### src/rtl/io_bus_master.sv
// io_bus_master: CPU-side initiator for the memory-mapped IO bus.
// Takes one load / store / poll request at a time, drives the registered
// io_addr/io_data/io_write signals, waits out the peripheral read latency
// and returns a single-cycle completion pulse with the captured read data.
module io_bus_master #(
    parameter int ADDR_W       = 16,
    parameter int DATA_W       = 16,
    parameter int READ_LATENCY = 1,
    parameter int POLL_W       = 16
) (
    input  logic              clk,
    input  logic              rst,
    input  logic              req_valid,
    output logic              req_ready,
    input  logic              req_write,
    input  logic              req_poll,
    input  logic [ADDR_W-1:0] req_addr,
    input  logic [DATA_W-1:0] req_wdata,
    input  logic [DATA_W-1:0] req_mask,
    input  logic [DATA_W-1:0] req_match,
    input  logic [POLL_W-1:0] poll_limit,
    output logic              rsp_valid,
    output logic [DATA_W-1:0] rsp_rdata,
    output logic              rsp_timeout,
    output logic [ADDR_W-1:0] io_addr,
    output logic [DATA_W-1:0] io_data,
    output logic              io_write,
    input  logic [DATA_W-1:0] io_rdata
);

    // The wait counter counts down from READ_LATENCY to 0, so a READ_WAIT
    // pass lasts READ_LATENCY+1 cycles and samples io_rdata when it hits 0.
    localparam int              LAT_W    = $clog2(READ_LATENCY + 1);
    localparam logic [LAT_W-1:0] LAT_LOAD = LAT_W'(READ_LATENCY);

    typedef enum logic [1:0] {
        S_IDLE      = 2'd0,
        S_WRITE     = 2'd1,
        S_READ_WAIT = 2'd2,
        S_RESP      = 2'd3
    } state_t;

    state_t             r_state;
    state_t             w_state_next;

    logic [ADDR_W-1:0]  r_io_addr;
    logic [DATA_W-1:0]  r_io_data;
    logic [DATA_W-1:0]  r_mask;
    logic [DATA_W-1:0]  r_match;
    logic [POLL_W-1:0]  r_limit;
    logic [POLL_W-1:0]  r_attempt;
    logic [LAT_W-1:0]   r_lat_cnt;
    logic               r_poll;
    logic [DATA_W-1:0]  r_rsp_rdata;
    logic               r_rsp_timeout;

    logic               w_accept;
    logic               w_sample;
    logic               w_hit;
    logic               w_read_done;

    assign w_accept    = req_valid && (r_state == S_IDLE);
    assign w_sample    = (r_state == S_READ_WAIT) && (r_lat_cnt == '0);
    // Only bits selected by the mask take part in the poll comparison.
    assign w_hit       = ((io_rdata ^ r_match) & r_mask) == '0;
    // A read pass ends the transaction for a plain load, on a poll match,
    // or when the poll has used up its extra reads.
    assign w_read_done = w_sample && (!r_poll || w_hit || (r_attempt == r_limit));

    // State register.
    always_ff @(posedge clk) begin
        if (rst) begin
            r_state <= S_IDLE;
        end else begin
            r_state <= w_state_next;
        end
    end

    // Next-state logic.
    always_comb begin
        w_state_next = r_state;
        case (r_state)
            S_IDLE: begin
                if (w_accept) begin
                    w_state_next = req_write ? S_WRITE : S_READ_WAIT;
                end
            end
            S_WRITE: begin
                w_state_next = S_RESP;
            end
            S_READ_WAIT: begin
                if (w_read_done) begin
                    w_state_next = S_RESP;
                end
            end
            S_RESP: begin
                w_state_next = S_IDLE;
            end
            default: begin
                w_state_next = S_IDLE;
            end
        endcase
    end

    // Request capture, latency/attempt counters and response registers.
    always_ff @(posedge clk) begin
        if (rst) begin
            r_io_addr     <= '0;
            r_io_data     <= '0;
            r_mask        <= '0;
            r_match       <= '0;
            r_limit       <= '0;
            r_attempt     <= '0;
            r_lat_cnt     <= '0;
            r_poll        <= 1'b0;
            r_rsp_rdata   <= '0;
            r_rsp_timeout <= 1'b0;
        end else begin
            case (r_state)
                S_IDLE: begin
                    if (w_accept) begin
                        r_io_addr <= req_addr;
                        r_io_data <= req_wdata;
                        r_mask    <= req_mask;
                        r_match   <= req_match;
                        r_limit   <= poll_limit;
                        // A store never polls, whatever req_poll says.
                        r_poll    <= req_poll && !req_write;
                        r_attempt <= '0;
                        r_lat_cnt <= LAT_LOAD;
                    end
                end
                S_WRITE: begin
                    r_rsp_rdata   <= '0;
                    r_rsp_timeout <= 1'b0;
                end
                S_READ_WAIT: begin
                    if (r_lat_cnt != '0) begin
                        r_lat_cnt <= r_lat_cnt - 1'b1;
                    end else if (w_read_done) begin
                        r_rsp_rdata   <= io_rdata;
                        r_rsp_timeout <= r_poll && !w_hit;
                    end else begin
                        r_attempt <= r_attempt + 1'b1;
                        r_lat_cnt <= LAT_LOAD;
                    end
                end
                default: begin
                end
            endcase
        end
    end

    assign req_ready   = (r_state == S_IDLE);
    assign rsp_valid   = (r_state == S_RESP);
    assign rsp_rdata   = r_rsp_rdata;
    assign rsp_timeout = r_rsp_timeout;
    assign io_addr     = r_io_addr;
    assign io_data     = r_io_data;
    // The strobe comes straight from the state register, so it is glitch-free
    // and high only during the single WRITE cycle.
    assign io_write    = (r_state == S_WRITE);

endmodule

### config.mk
export PLATFORM = sky130hd
export DESIGN_NAME = io_bus_master
export DESIGN_NICKNAME = d
export VERILOG_FILES = /design/src/rtl/io_bus_master.sv
export SDC_FILE = /design/constraint.sdc
export NUM_CORES = 1
export LEC_CHECK = 0
export CAP_MARGIN = 20
export CORE_MARGIN = 2
export CORE_UTILIZATION = 43
export DETAILED_ROUTE_END_ITERATION = 8
export GPL_TIMING_DRIVEN = 1
export HOLD_SLACK_MARGIN = 0.03
export PLACE_DENSITY = 0.77
export SYNTH_ARGS = -nofsm -noshare
export SYNTH_HDL_FRONTEND = slang
export SYNTH_SLANG_ARGS = --single-unit
### constraint.sdc
create_clock -name clk -period 1.85 [get_ports clk]
set_input_delay 0.37 -clock clk [delete_from_list [all_inputs] [get_ports clk]]
set_output_delay 0.37 -clock clk [all_outputs]
set_load 0.01 [all_outputs]
Yosys cells after proc, flatten, opt, wreduce, memory -nomap -nowiden
Index checks and enable logic that the tools add are counted.
Word-level totals
  output and inout bits: 52
  bits in registers: 117
  logic and storage cells: 61
Cells by class
  muxes and demuxes: 18
  reduce and logical (&&, ||, !) cells: 19
  bitwise operators: 3
  $add $sub $neg: 2
  equal/unequal tests: 8
Operators by type and width (count)
  2-to-1 mux 16 bit: 5
  one-hot mux 16 bit (2 select lines): 2
  adder 16 x 1 -> 16 bit (second input constant): 1
  bitwise AND 16 bit: 1
  equality test 16 bit: 1
  logical NOT 16 bit: 1
  XOR 16 bit: 1
  one-hot mux 2 bit (4 select lines): 1
  2-to-1 mux 2 bit: 3
  != test 2 bit (second input constant): 3
  AND reduction 2 bit: 3
  logical AND 1 bit: 5
  2-to-1 mux 1 bit: 5
  equality test 2 bit (second input constant): 2
  one-hot mux 1 bit (2 select lines): 2
  AND reduction 4 bit: 1
  nonzero test 2 bit: 2
  logical NOT 1 bit: 3
  AND reduction 3 bit: 1
  equality test 2 x 1 -> 1 bit (second input constant): 1
  logical NOT 2 bit: 1
  logical OR 1 bit: 2
  != test 2 x 1 -> 1 bit (second input constant): 1
  inverter 1 bit: 1
  subtractor 1 bit (second input constant): 1

Logic depth before layout (Yosys ltp)
  depth in word-level cells: 9
  depth in mapped cells: 9

Least setup slack after synthesis
Ideal clock, no wire load.
  kind: register to register
  from: register r_state[0]
  to: register r_attempt[15]
  path slack: -0.100 ns
  data arrival time: 1.876 ns
  required time: 1.776 ns
  cell stages (with the launch flop): 10
  period minus slack after synthesis: 1.950 ns
  library setup time: 0.074 ns
  cells stage by stage: dfxtp_1 > inv_1 > ha_1 > buf_2 > inv_1 > o21ai_1 > nand2_1 > nor2_1 > or4b_1 > a31oi_1
On the way
  word-level cells in the longest chain between the ends: 5
  elaborated cells between the ends (all ways): 11
Ends and longest elaborated chain
  start: declaration: line 43  | state_t r_state;
  start signal: assignment: line 75  | r_state <= w_state_next;
  equality test 2 bit: line 63, 119
  logical AND 1 bit: line 63  | assign w_sample = (r_state == S_READ_WAIT) && (r_lat_cnt == '0);
  logical AND 1 bit: line 68  | assign w_read_done = w_sample && (!r_poll || w_hit || (r_attempt == r_limit));
  != test 2 bit (no line)
  AND reduction 4 bit (no line)
  end signal: assignment: line 144  | r_attempt <= r_attempt + 1'b1;
  end: declaration: line 51  | logic [POLL_W-1:0] r_attempt;
Parallel ways exist; a longest one is shown, timed or not.
A chain may end at the register's enable or synchronous reset.

Final worst setup path
  from: register r_attempt[8]
  to: register r_attempt[6]
On the way
  word-level cells in the longest chain between the ends: 5
Ends and longest elaborated chain (line)
  equality test 16 bit: 68
  logical OR 1 bit: 68
  logical AND 1 bit: 68
  != test 2 bit (no line)
  AND reduction 4 bit (no line)
No other way between the ends.

==> results.yml <==
outcome:
  status: "finished with violations"
  failed_checks: "setup timing"
synth:
  syn_area_per_cell_sq_um: 8.06
  syn-instance-count: 631
  async_reset_ff_share_pct: 0
  synth_edf_count: 0
  synth_cell_types: 53
  synth.yosys.warnings: 0
  ys_seq_area_share_pct: 46.1
  syn-cell-area_sq_um: 5090
  synth_seq_cells: 117
  synthFlopType: "dfxtp_1"
  syn_nets: 737
layout:
  post-route-util_pct: 74.2
  area_delta_synth_final_pct: 67.4
  antennaDiodeCount: 0
  multi_input_comb_area_sq_um: 3060
  nets: 940
  final-seq-area_sq_um: 2390
  fill_cells: 772
  drive_gt1_share_pct: 26.1
floorplanning:
  io_pins: 153
  core_sq_um: 11500
  num_rows: 39
  die_x_um: 113
  die_y_um: 113
  initial_core_util_pct: 44.4
  die_area_sq_um: 12700
power:
  ir_drop_v: 0.00148
  p_per_area_nw_per_um2: 1240
  p_leak_nw: 3.23
worst_setup_path:
  cp.required_ns: 2.15
  slowest_stage: "dfxtp_4"
  crit_fanout: 6
  cp_slowest_stage_delay_ns: 0.37
  cp.arrival_ns: 2.27
  critPathLaunchType: "flip-flop"
  path_cells: "xor2_4 > nor4_4 > nand4_4 > o211ai_4 > buf_12 > buf_8 > mux2i_1 > nand2_1"
  critical_path_class: "flip-flop to flip-flop"
  ff2ff_setup_slack_ns: -0.12
  cp-end-kind: "flip-flop"
  r2r_cells: 8
timing:
  worst_pin_slew_ns: 0.653
  rsz0062_at_grt: "true"
  final.min_clock_period_ns: 1.97
  max-slew-margin-rel_pct: 56.5
  fin_ws_ns: -0.120
  setup_violations: 33
  fmax_ghz: 0.508
  hold_violations: 0
  slew_viol_final: 0
  min_period_over_period_pct: 107
  fin_worst_skew_ns: 0.00566
place:
  place.gp.congestion: 0.839
  io_buffer_count: 152
  post-place-ws_ns: -0.709
  dp_hpwl_um: 11200
global_routing:
  grt_pass1_vias: 5648
  grt_start_max_net_pins: 67
  overflow: 0
  grt_usage_pct: 26.6
  antenna_found_initial: 0
  grt_pass1_wl_um: 27100
route:
  first_pass_iters: 5
  drc_errors: 0
  viasPerCell: 5.68
  postRouteWirelength_um: 17900
  postRouteAntennaNets: 0
  via_count: 5625
  first_iter_violations: 417
  wl_per_cell_um: 18.1
clocking:
  postCtsHoldBufs: 0
  clock_path_buffers: 2
  cts-root-buf: "clkbuf_16"
  cts.clk_slew.worst_paths_ns: 0.06
  cts_sinks: 117
  tritoncts: "done"
  cts_buffers: 17
  clk_latency_ns: 0.42
  htreeDepth: 4
hold_path:
  holdPathStages: 2
  hold_path.class: "input port to flip-flop"
job:
  cap_violations: 0
[timing repair]
item | in CTS | in global routing
setup buffers | 5 | 5
gates cloned | 3 | 2
pin swaps | 41 | 46
setup endpoints to repair | 38 | 36
gates resized for setup | 98 | 77
[layout make-up]
class / instances / area share (%)
clock buffers: 20 / 5.25
clock inverters: 12 / 2.37
multi-input cells: 464 / 35.9
repair buffers: 227 / 26.0
inverters: 7 / 0.309
well taps: 143 / 2.10
flip-flops and latches: 117 / 28.1
[layer usage]
metal	wire length, um	up-vias	global-route usage [%]
li1	-	2593	-
met1	6750	2696	31.1
met2	9100	273	44.8
met3	1360	63	7.87
met4	699	0	12.7
met5	0	-	0
[critical path: cells and delay by family, from the launching register on]
kind | cells | cell delay [ns]
and+or+nand+nor | 3 | 0.65
xor gates and xnor gates | 1 | 0.16
AOI/OAI and AO/OA | 1 | 0.20
DFF | 1 | 0.37
muxes | 1 | 0.19
buffers and inverters | 2 | 0.28
[where the power goes]
part	switching, mW	leakage [nW]	internal, mW
Combinational	2.13	1.95	1.62
Clock	1.20	0.311	2.43
Sequential	0.274	0.969	2.90
Total	3.60	3.23	6.95
[placed cells by master (no fill, tap or decap), drive strengths merged, types with 2 or more instances in the layout]
cell type / count
a211o: 2
a21o: 2
a21oi: 105
a22oi: 8
a31oi: 8
a32oi: 2
and2: 3
and3: 5
buf: 74
bufinv: 5
clkbuf: 22
clkdlybuf4s50: 132
clkinv: 4
clkinvlp: 2
dfxtp: 117
dlygate4sd2: 18
ha: 5
inv: 8
mux2i: 2
nand2: 185
nand3: 10
nand4: 22
nor2: 6
nor3: 4
nor4: 5
o2111ai: 3
o211ai: 9
o21ai: 20
o311ai: 2
or2: 2
or4: 8
xor2: 32
[worst paths after layout]
check / from / end
setup / recovery: r_attempt[8]$_SDFFE_PP0P_ / r_attempt[6]$_SDFFE_PP0P_
setup reg to reg: r_attempt[8]$_SDFFE_PP0P_ / r_attempt[6]$_SDFFE_PP0P_
hold reg to reg: io_data[7]$_SDFFE_PP0P_ / io_data[7]$_SDFFE_PP0P_
hold / removal: rst / r_match[3]$_SDFFE_PP0P_
[sequential cells by signal, indices dropped and copies added, names as in the netlist]
| register | flops |
|---|---|
| r_poll | 1 |
| rsp_timeout | 1 |
| io_data | 16 |
| r_attempt | 16 |
| r_lat_cnt | 1 |
| r_limit | 16 |
| r_match | 16 |
| rsp_rdata | 16 |
| r_mask | 16 |
| io_addr | 16 |
| r_state | 2 |
[stage by stage]
stage / hold WS [ns] / power (mW) / TNS (ns) / cells / instance area, sq um
2_1_floorplan: 0.436 / 4.80 / -0.00803 / 631 / 5090
3_3_place_gp: 0.441 / 6.15 / -20.46 / 944 / 7130
3_5_place_dp: 0.448 / 6.26 / -22.35 / 944 / 7130
4_1_cts: 0.163 / 10.2 / -1.14 / 984 / 8090
5_1_grt: 0.178 / 11.0 / -4.39 / 990 / 8510
6_report: 0.166 / 10.5 / -2.43 / 990 / 8510
[Yosys cell counts, types with 2 or more instances]
| cell | number | area [sq um] |
|---|---|---|
| nand2_1 | 185 | 694 |
| dfxtp_1 | 117 | 2340 |
| a21oi_1 | 105 | 526 |
| clkbuf_1 | 32 | 120 |
| xor2_1 | 32 | 280 |
| nand4_1 | 19 | 119 |
| o21ai_0 | 15 | 75.1 |
| nand3_1 | 10 | 50.1 |
| a22oi_1 | 8 | 60.1 |
| a31oi_1 | 8 | 50.1 |
| o211ai_1 | 8 | 60.1 |
| or4_1 | 8 | 60.1 |
| inv_1 | 7 | 26.3 |
| buf_1 | 6 | 22.5 |
| nor2_1 | 6 | 22.5 |
| and3_1 | 5 | 31.3 |
| ha_1 | 5 | 62.6 |
| o21ai_1 | 5 | 25.0 |
| nor3_1 | 4 | 20.0 |
| nor4_2 | 4 | 50.1 |
| a211o_1 | 2 | 17.5 |
| a21o_1 | 2 | 15.0 |
| a32oi_1 | 2 | 17.5 |
| and2_1 | 2 | 12.5 |
| buf_2 | 2 | 10.0 |
| mux2i_1 | 2 | 20.0 |
| nand4_2 | 2 | 25.0 |
| o2111ai_1 | 2 | 17.5 |
| or2_2 | 2 | 12.5 |
[cell families (layout without fill, tap and decap cells)]
group | after synthesis | in the layout | synth area share [%]
buffers and inverters | 50 | 266 | 4.18
DFF | 117 | 117 | 46.1
adders and majority gates | 5 | 5 | 1.23
xor gates and xnor gates | 32 | 32 | 5.51
muxes | 2 | 2 | 0.394
and+or+nand+nor | 255 | 255 | 23.0
AOI/OAI and AO/OA | 170 | 170 | 19.7
(Power assumes the default switching activity.)
